**src/rtl/soc_timer_pkg.sv**
```systemverilog
// soc_timer_pkg: shared definitions for the machine timer peripheral.
//   - Byte offsets of the timer registers on the data bus.
//   - CTRL register bit positions.
//   - Reset value of mtimecmp.
//   - Byte-lane helpers for partial bus writes.
package soc_timer_pkg;

    localparam logic [4:0] MTIME_LO_OFS    = 5'h00;
    localparam logic [4:0] MTIME_HI_OFS    = 5'h04;
    localparam logic [4:0] MTIMECMP_LO_OFS = 5'h08;
    localparam logic [4:0] MTIMECMP_HI_OFS = 5'h0C;
    localparam logic [4:0] CTRL_OFS        = 5'h10;

    localparam int unsigned CTRL_EN_BIT  = 0;
    localparam int unsigned CTRL_DIV_LSB = 8;

    localparam logic [63:0] MTIMECMP_RESET = 64'hFFFF_FFFF_FFFF_FFFF;

    // Expand 4 byte enables into a 32-bit bit mask.
    function automatic logic [31:0] sel_mask(input logic [3:0] sel);
        logic [31:0] m;
        m = '0;
        for (int i = 0; i < 4; i++) begin
            m[8*i +: 8] = {8{sel[i]}};
        end
        return m;
    endfunction

    // Replace only the enabled bytes of old_word with new_word.
    function automatic logic [31:0] merge_bytes(input logic [31:0] old_word,
                                                input logic [31:0] new_word,
                                                input logic [3:0]  sel);
        logic [31:0] m;
        m = sel_mask(sel);
        return (old_word & ~m) | (new_word & m);
    endfunction

endpackage

```
**src/rtl/mtimer_prescaler.sv**
```systemverilog
// mtimer_prescaler: divides clk down to the mtime tick rate.
//   clk     in   system clock
//   reset_n in   synchronous active-low reset
//   en      in   count enable; count holds while low
//   div     in   divisor; one tick every div+1 enabled cycles
//   clr     in   force the count back to 0 (has priority over counting)
//   tick    out  one-cycle pulse, combinational from the current count
module mtimer_prescaler #(
    parameter int unsigned PRESCALE_W = 8
) (
    input  logic                  clk,
    input  logic                  reset_n,
    input  logic                  en,
    input  logic [PRESCALE_W-1:0] div,
    input  logic                  clr,
    output logic                  tick
);

    logic [PRESCALE_W-1:0] count_q;

    assign tick = en && (count_q == div);

    always_ff @(posedge clk) begin
        if (!reset_n) begin
            count_q <= '0;
        end else if (clr) begin
            count_q <= '0;
        end else if (en) begin
            count_q <= tick ? '0 : count_q + 1'b1;
        end
    end

endmodule

```
**src/rtl/mtimer.sv**
```systemverilog
// mtimer: CLINT-style machine timer on a Wishbone-like data bus.
//   clk, reset_n          clock and synchronous active-low reset
//   wb_cyc_i, wb_stb_i    request qualifiers
//   wb_we_i               1 = write, 0 = read
//   wb_adr_i[4:0]         byte address, [4:2] selects the register
//   wb_dat_i, wb_sel_i    write data and byte enables
//   wb_dat_o, wb_ack_o    registered read data and single-cycle acknowledge
//   timer_irq             registered level: mtime >= mtimecmp
module mtimer
    import soc_timer_pkg::*;
#(
    parameter int unsigned PRESCALE_W = 8,
    parameter bit          EN_RESET   = 1'b1
) (
    input  logic        clk,
    input  logic        reset_n,
    input  logic        wb_cyc_i,
    input  logic        wb_stb_i,
    input  logic        wb_we_i,
    input  logic [4:0]  wb_adr_i,
    input  logic [31:0] wb_dat_i,
    input  logic [3:0]  wb_sel_i,
    output logic [31:0] wb_dat_o,
    output logic        wb_ack_o,
    output logic        timer_irq
);

    localparam logic [2:0]  IDX_MTIME_LO    = MTIME_LO_OFS[4:2];
    localparam logic [2:0]  IDX_MTIME_HI    = MTIME_HI_OFS[4:2];
    localparam logic [2:0]  IDX_MTIMECMP_LO = MTIMECMP_LO_OFS[4:2];
    localparam logic [2:0]  IDX_MTIMECMP_HI = MTIMECMP_HI_OFS[4:2];
    localparam logic [2:0]  IDX_CTRL        = CTRL_OFS[4:2];
    localparam logic [31:0] DIV_MASK = ((32'd1 << PRESCALE_W) - 32'd1) << CTRL_DIV_LSB;

    logic [63:0]           mtime_q;
    logic [63:0]           mtimecmp_q;
    logic                  en_q;
    logic [PRESCALE_W-1:0] div_q;
    logic [31:0]           hi_shadow_q;

    logic        req;
    logic        rd;
    logic        wr;
    logic [2:0]  reg_idx;
    logic [31:0] ctrl_word;
    logic [31:0] ctrl_new;
    logic [31:0] rdata;
    logic        tick;
    logic        presc_clr;
    logic        unused_bits;

    // A request is accepted only when no ack is currently out, giving one ack per strobe.
    assign req     = wb_cyc_i & wb_stb_i & ~wb_ack_o;
    assign rd      = req & ~wb_we_i;
    // A write with no byte enables is acked but must not block the tick increment.
    assign wr      = req & wb_we_i & (|wb_sel_i);
    assign reg_idx = wb_adr_i[4:2];

    always_comb begin
        ctrl_word = '0;
        ctrl_word[CTRL_EN_BIT] = en_q;
        ctrl_word[CTRL_DIV_LSB +: PRESCALE_W] = div_q;
    end

    assign ctrl_new    = merge_bytes(ctrl_word, wb_dat_i, wb_sel_i);
    assign unused_bits = ^{wb_adr_i[1:0], ctrl_new};

    // Count restarts when DIV bytes are written or when EN falls.
    assign presc_clr = wr && (reg_idx == IDX_CTRL) &&
                       ((|(sel_mask(wb_sel_i) & DIV_MASK)) ||
                        (en_q && !ctrl_new[CTRL_EN_BIT]));

    always_comb begin
        rdata = '0;
        case (reg_idx)
            IDX_MTIME_LO:    rdata = mtime_q[31:0];
            IDX_MTIME_HI:    rdata = hi_shadow_q;
            IDX_MTIMECMP_LO: rdata = mtimecmp_q[31:0];
            IDX_MTIMECMP_HI: rdata = mtimecmp_q[63:32];
            IDX_CTRL:        rdata = ctrl_word;
            default:         rdata = '0;
        endcase
    end

    mtimer_prescaler #(
        .PRESCALE_W(PRESCALE_W)
    ) u_prescaler (
        .clk    (clk),
        .reset_n(reset_n),
        .en     (en_q),
        .div    (div_q),
        .clr    (presc_clr),
        .tick   (tick)
    );

    always_ff @(posedge clk) begin
        if (!reset_n) begin
            mtime_q     <= '0;
            mtimecmp_q  <= MTIMECMP_RESET;
            en_q        <= EN_RESET;
            div_q       <= '0;
            hi_shadow_q <= '0;
            wb_ack_o    <= 1'b0;
            wb_dat_o    <= '0;
            timer_irq   <= 1'b0;
        end else begin
            wb_ack_o  <= req;
            wb_dat_o  <= rd ? rdata : 32'd0;
            timer_irq <= (mtime_q >= mtimecmp_q);

            if (rd && (reg_idx == IDX_MTIME_LO)) begin
                hi_shadow_q <= mtime_q[63:32];
            end

            // A bus write to either mtime half replaces that edge's increment.
            if (wr && (reg_idx == IDX_MTIME_LO)) begin
                mtime_q[31:0] <= merge_bytes(mtime_q[31:0], wb_dat_i, wb_sel_i);
            end else if (wr && (reg_idx == IDX_MTIME_HI)) begin
                mtime_q[63:32] <= merge_bytes(mtime_q[63:32], wb_dat_i, wb_sel_i);
            end else if (tick) begin
                mtime_q <= mtime_q + 64'd1;
            end

            if (wr && (reg_idx == IDX_MTIMECMP_LO)) begin
                mtimecmp_q[31:0] <= merge_bytes(mtimecmp_q[31:0], wb_dat_i, wb_sel_i);
            end
            if (wr && (reg_idx == IDX_MTIMECMP_HI)) begin
                mtimecmp_q[63:32] <= merge_bytes(mtimecmp_q[63:32], wb_dat_i, wb_sel_i);
            end

            if (wr && (reg_idx == IDX_CTRL)) begin
                en_q  <= ctrl_new[CTRL_EN_BIT];
                div_q <= ctrl_new[CTRL_DIV_LSB +: PRESCALE_W];
            end
        end
    end

endmodule

```
**config.mk**
```make
export PLATFORM = sky130hd
export DESIGN_NAME = mtimer
export DESIGN_NICKNAME = d
export VERILOG_FILES = /design/src/rtl/soc_timer_pkg.sv /design/src/rtl/mtimer_prescaler.sv /design/src/rtl/mtimer.sv
export SDC_FILE = /design/constraint.sdc
export NUM_CORES = 1
export LEC_CHECK = 0
export CORE_MARGIN = 2
export CORE_UTILIZATION = 54
export DETAILED_ROUTE_END_ITERATION = 6
export PLACE_DENSITY = 0.88
export SLEW_MARGIN = 10
export SYNTH_ARGS = -nofsm -noshare
export SYNTH_HDL_FRONTEND = slang
export SYNTH_SLANG_ARGS = --single-unit
```
**constraint.sdc**
```tcl
create_clock -name clk -period 3.1 [get_ports clk]
set_clock_uncertainty 0.05 [all_clocks]
set_input_delay 0.93 -clock clk [delete_from_list [all_inputs] [get_ports clk]]
set_output_delay 0.93 -clock clk [all_outputs]
set_load 0.01 [all_outputs]
```
==> out/summary.txt <==
FF+latch count, synth = 211
Post-Synthesis Cell Area = 11,700 um2
CP Launch Type = input pin
Critical-path cell with the highest stage delay = clkdlybuf4s50_1
Vias in the first global route = 12,100
Num CTS Buffers = 25
N_diodes = 0
GR Overflow Total = 0
Gpl congestion = 1.01
Die X = 151 um
Delay-heaviest family, CP = simple AND/OR/NAND/NOR gates
Antenna violations before repair = 0
I/O pins = 80
Largest net degree at the start of global routing = 103
Slew Limit Fails = 0
Final hold vios = 0
Lkg Pwr = 6.44 nW
First-pass GRT wire length = 63,600 um
CTS tree = yes
Nets = 1,779
Final period utilization = 97.9%
Root Buffer = clkbuf_16
Fin cells = 1,958
Worst Max-Slew Pin Slew = 738 ps
Synth cell types = 67
Crit-path max cell delay = 610 ps
Status = finished, final reports clean
Starting Density = 55.3%
Fin crit period = 3040 ps
Commonest non-fill, non-tap cell in the layout = nand2_1
CTS max path bufs = 3
Rows = 53
Clk slew on worst S/H paths = 60 ps
First-pass detailed-route iteration total = 6
Slew margin rel. = 50.8%
Die extent in y = 151 um
H-tree Lvls = 1
Most frequent cells in the layout = nand2_1, dfxtp_1, nand3_1
Pre-CTS setup slack = -488 ps
WL/cell = 20.8 um
YS warnings = 0
Async set-reset flop share out of synthesis = 0%
Hold-fix buffers at CTS = 0
Top_reg_cell synth = dfxtp_1
Buffers and inverters on the worst path = 4
Via count = 12,700
Hold Crit Class = reg2reg
Crit end category = flip-flop
Core area = 21,200 um2
Layout area overhead = 22.8%
Critical Path RT = 3520 ps
Worst IR Drop VDD = 0.000452 V
CP dominant cell by count = buf_4
Die area = 22,800 um2
Crit Path Max Fanout = 6
Clk_lat worst skew = 540 ps
Worst endpoint data arrival time = 3460 ps
Final worst slack = 64.7 ps
FILL cells = 1,626
Register area share after synthesis = 36.1%
Worst path cell trace = clkdlybuf4s50_1, nor4_2, buf_4, or4_1, and4_1, buf_12, o21ai_0, and2_2, buf_4, nand2_1, nand3_1
Syn Nets = 1,649
Inst Count DP = 1,915
Mapped Cells = 1,537
Final setup vio count = 0
Port Buf Inserts = 77
Postcts setup bufs = 0
PwrDens = 438 nW/um2
Detail Route Antenna Nets = 0
Max Cap Violations = 0
Setup CP Type = in2reg
Initial drt markers = 1,556
Final WL = 40,700 um
Syn Area/Cell = 7.60 um2
Fmax = 329 MHz
Layout cells sized above 1 = 11.0%
Total chip power = 0.00629 W
Vias/cell = 6.51
Gr usage total = 35.5%
Post-synth EDFFs = 0
Setup tns final = 0 ps
Remaining DRCs = 0
DP HPWL = 28,800 um
CTS sink count = 211
==> metrics by stage <==
stage	cell area [um2]	hold slack [ps]	utilization (%)
global placement	13500	389	63.9
detailed placement	13500	396	63.9
floorplan	11700	383	-
global route	14400	421	67.8
finish	14400	403	67.8
CTS	14300	404	67.7
==> worst register-to-register path, cell delays in order (launching register included) <==
cell,delay (ps)
dfxtp_1,350
and3_4,240
nand4_4,170
or4_1,720
or4_4,640
or3_1,330
a21oi_1,170
o21ai_1,80
==> timing repair <==
item,CTS,global route
endpoints found under the setup margin,0,28
resized for setup,0,6
endpoints found under the hold margin,0,0
==> Yosys cell counts, types with 4 or more instances <==
master / n / area share [%]
a22o_1: 9 / 0.67
a221oi_1: 25 / 1.9
and2_1: 11 / 0.59
xor2_1: 14 / 1.0
o21a_1: 5 / 0.32
nand2_1: 233 / 7.5
o211ai_1: 20 / 1.3
a211oi_1: 13 / 0.83
buf_2: 7 / 0.30
nor3b_1: 6 / 0.39
mux2i_1: 21 / 1.8
o31ai_1: 6 / 0.39
ha_1: 66 / 7.1
a31oi_1: 9 / 0.48
nand3_1: 142 / 6.1
buf_1: 9 / 0.29
nor3_1: 27 / 1.2
o21ai_0: 80 / 3.4
and4_1: 12 / 0.90
nor2_1: 137 / 4.4
clkbuf_1: 83 / 2.7
or3_1: 6 / 0.32
o22a_1: 9 / 0.67
inv_1: 76 / 2.4
a22oi_1: 21 / 1.3
nand4_1: 31 / 1.7
a311oi_1: 10 / 0.75
nand2b_1: 5 / 0.27
and3_1: 16 / 0.86
dfxtp_1: 211 / 36
nor4_1: 16 / 0.86
o2bb2ai_1: 4 / 0.30
a21oi_1: 118 / 5.1
or4_1: 6 / 0.39
a21o_1: 15 / 0.96
==> routing by layer <==
layer | wire [um] | global-route usage [%] | vias to the layer above
li1 | - | - | 5793
met1 | 14900 | 44.5 | 5829
met2 | 17800 | 55.0 | 906
met3 | 4980 | 7.32 | 215
met4 | 3080 | 23.8 | 0
met5 | 0 | 0 | -
==> cells by family after synthesis <==
family / after synthesis / synth area share (%)
fa+ha+maj: 66 / 7.06
xor+xnor: 15 / 1.12
simple gates: 669 / 26.9
flops: 211 / 36.1
compound gates: 375 / 20.6
mux: 25 / 2.47
buf+inv: 176 / 5.74
==> report_power, final <==
group	switching, W	total [W]	internal [W]
Combinational	0.000365	0.000600	0.000235
Sequential	0.0000227	0.00276	0.00274
Clock	0.00116	0.00293	0.00177
Total	0.00155	0.00629	0.00474
==> cell type report <==
| class | count | area (um2) | area share (%) |
|---|---|---|---|
| clock inverters | 3 | 43.8 | 0.305 |
| flip-flops and latches | 211 | 4220 | 29.4 |
| multi-input cells | 1150 | 6840 | 47.6 |
| inverters | 76 | 285 | 1.99 |
| clock buffers | 40 | 772 | 5.38 |
| well taps | 275 | 344 | 2.40 |
| repair buffers | 203 | 1850 | 12.9 |
==> final timing paths <==
check | start | depth (start not counted) | end | slack (ps)
max | wb_sel_i[3] | 11 | flip-flop | 60
min | hi_shadow_q[17]$_SDFFE_PN0P_ | 2 | hi_shadow_q[17]$_SDFFE_PN0P_ | 400
max reg2reg | flip-flop | 7 | flip-flop | 240
min reg2reg | hi_shadow_q[17]$_SDFFE_PN0P_ | 2 | hi_shadow_q[17]$_SDFFE_PN0P_ | 400
Note: power is estimated with default switching activity, not from simulation.
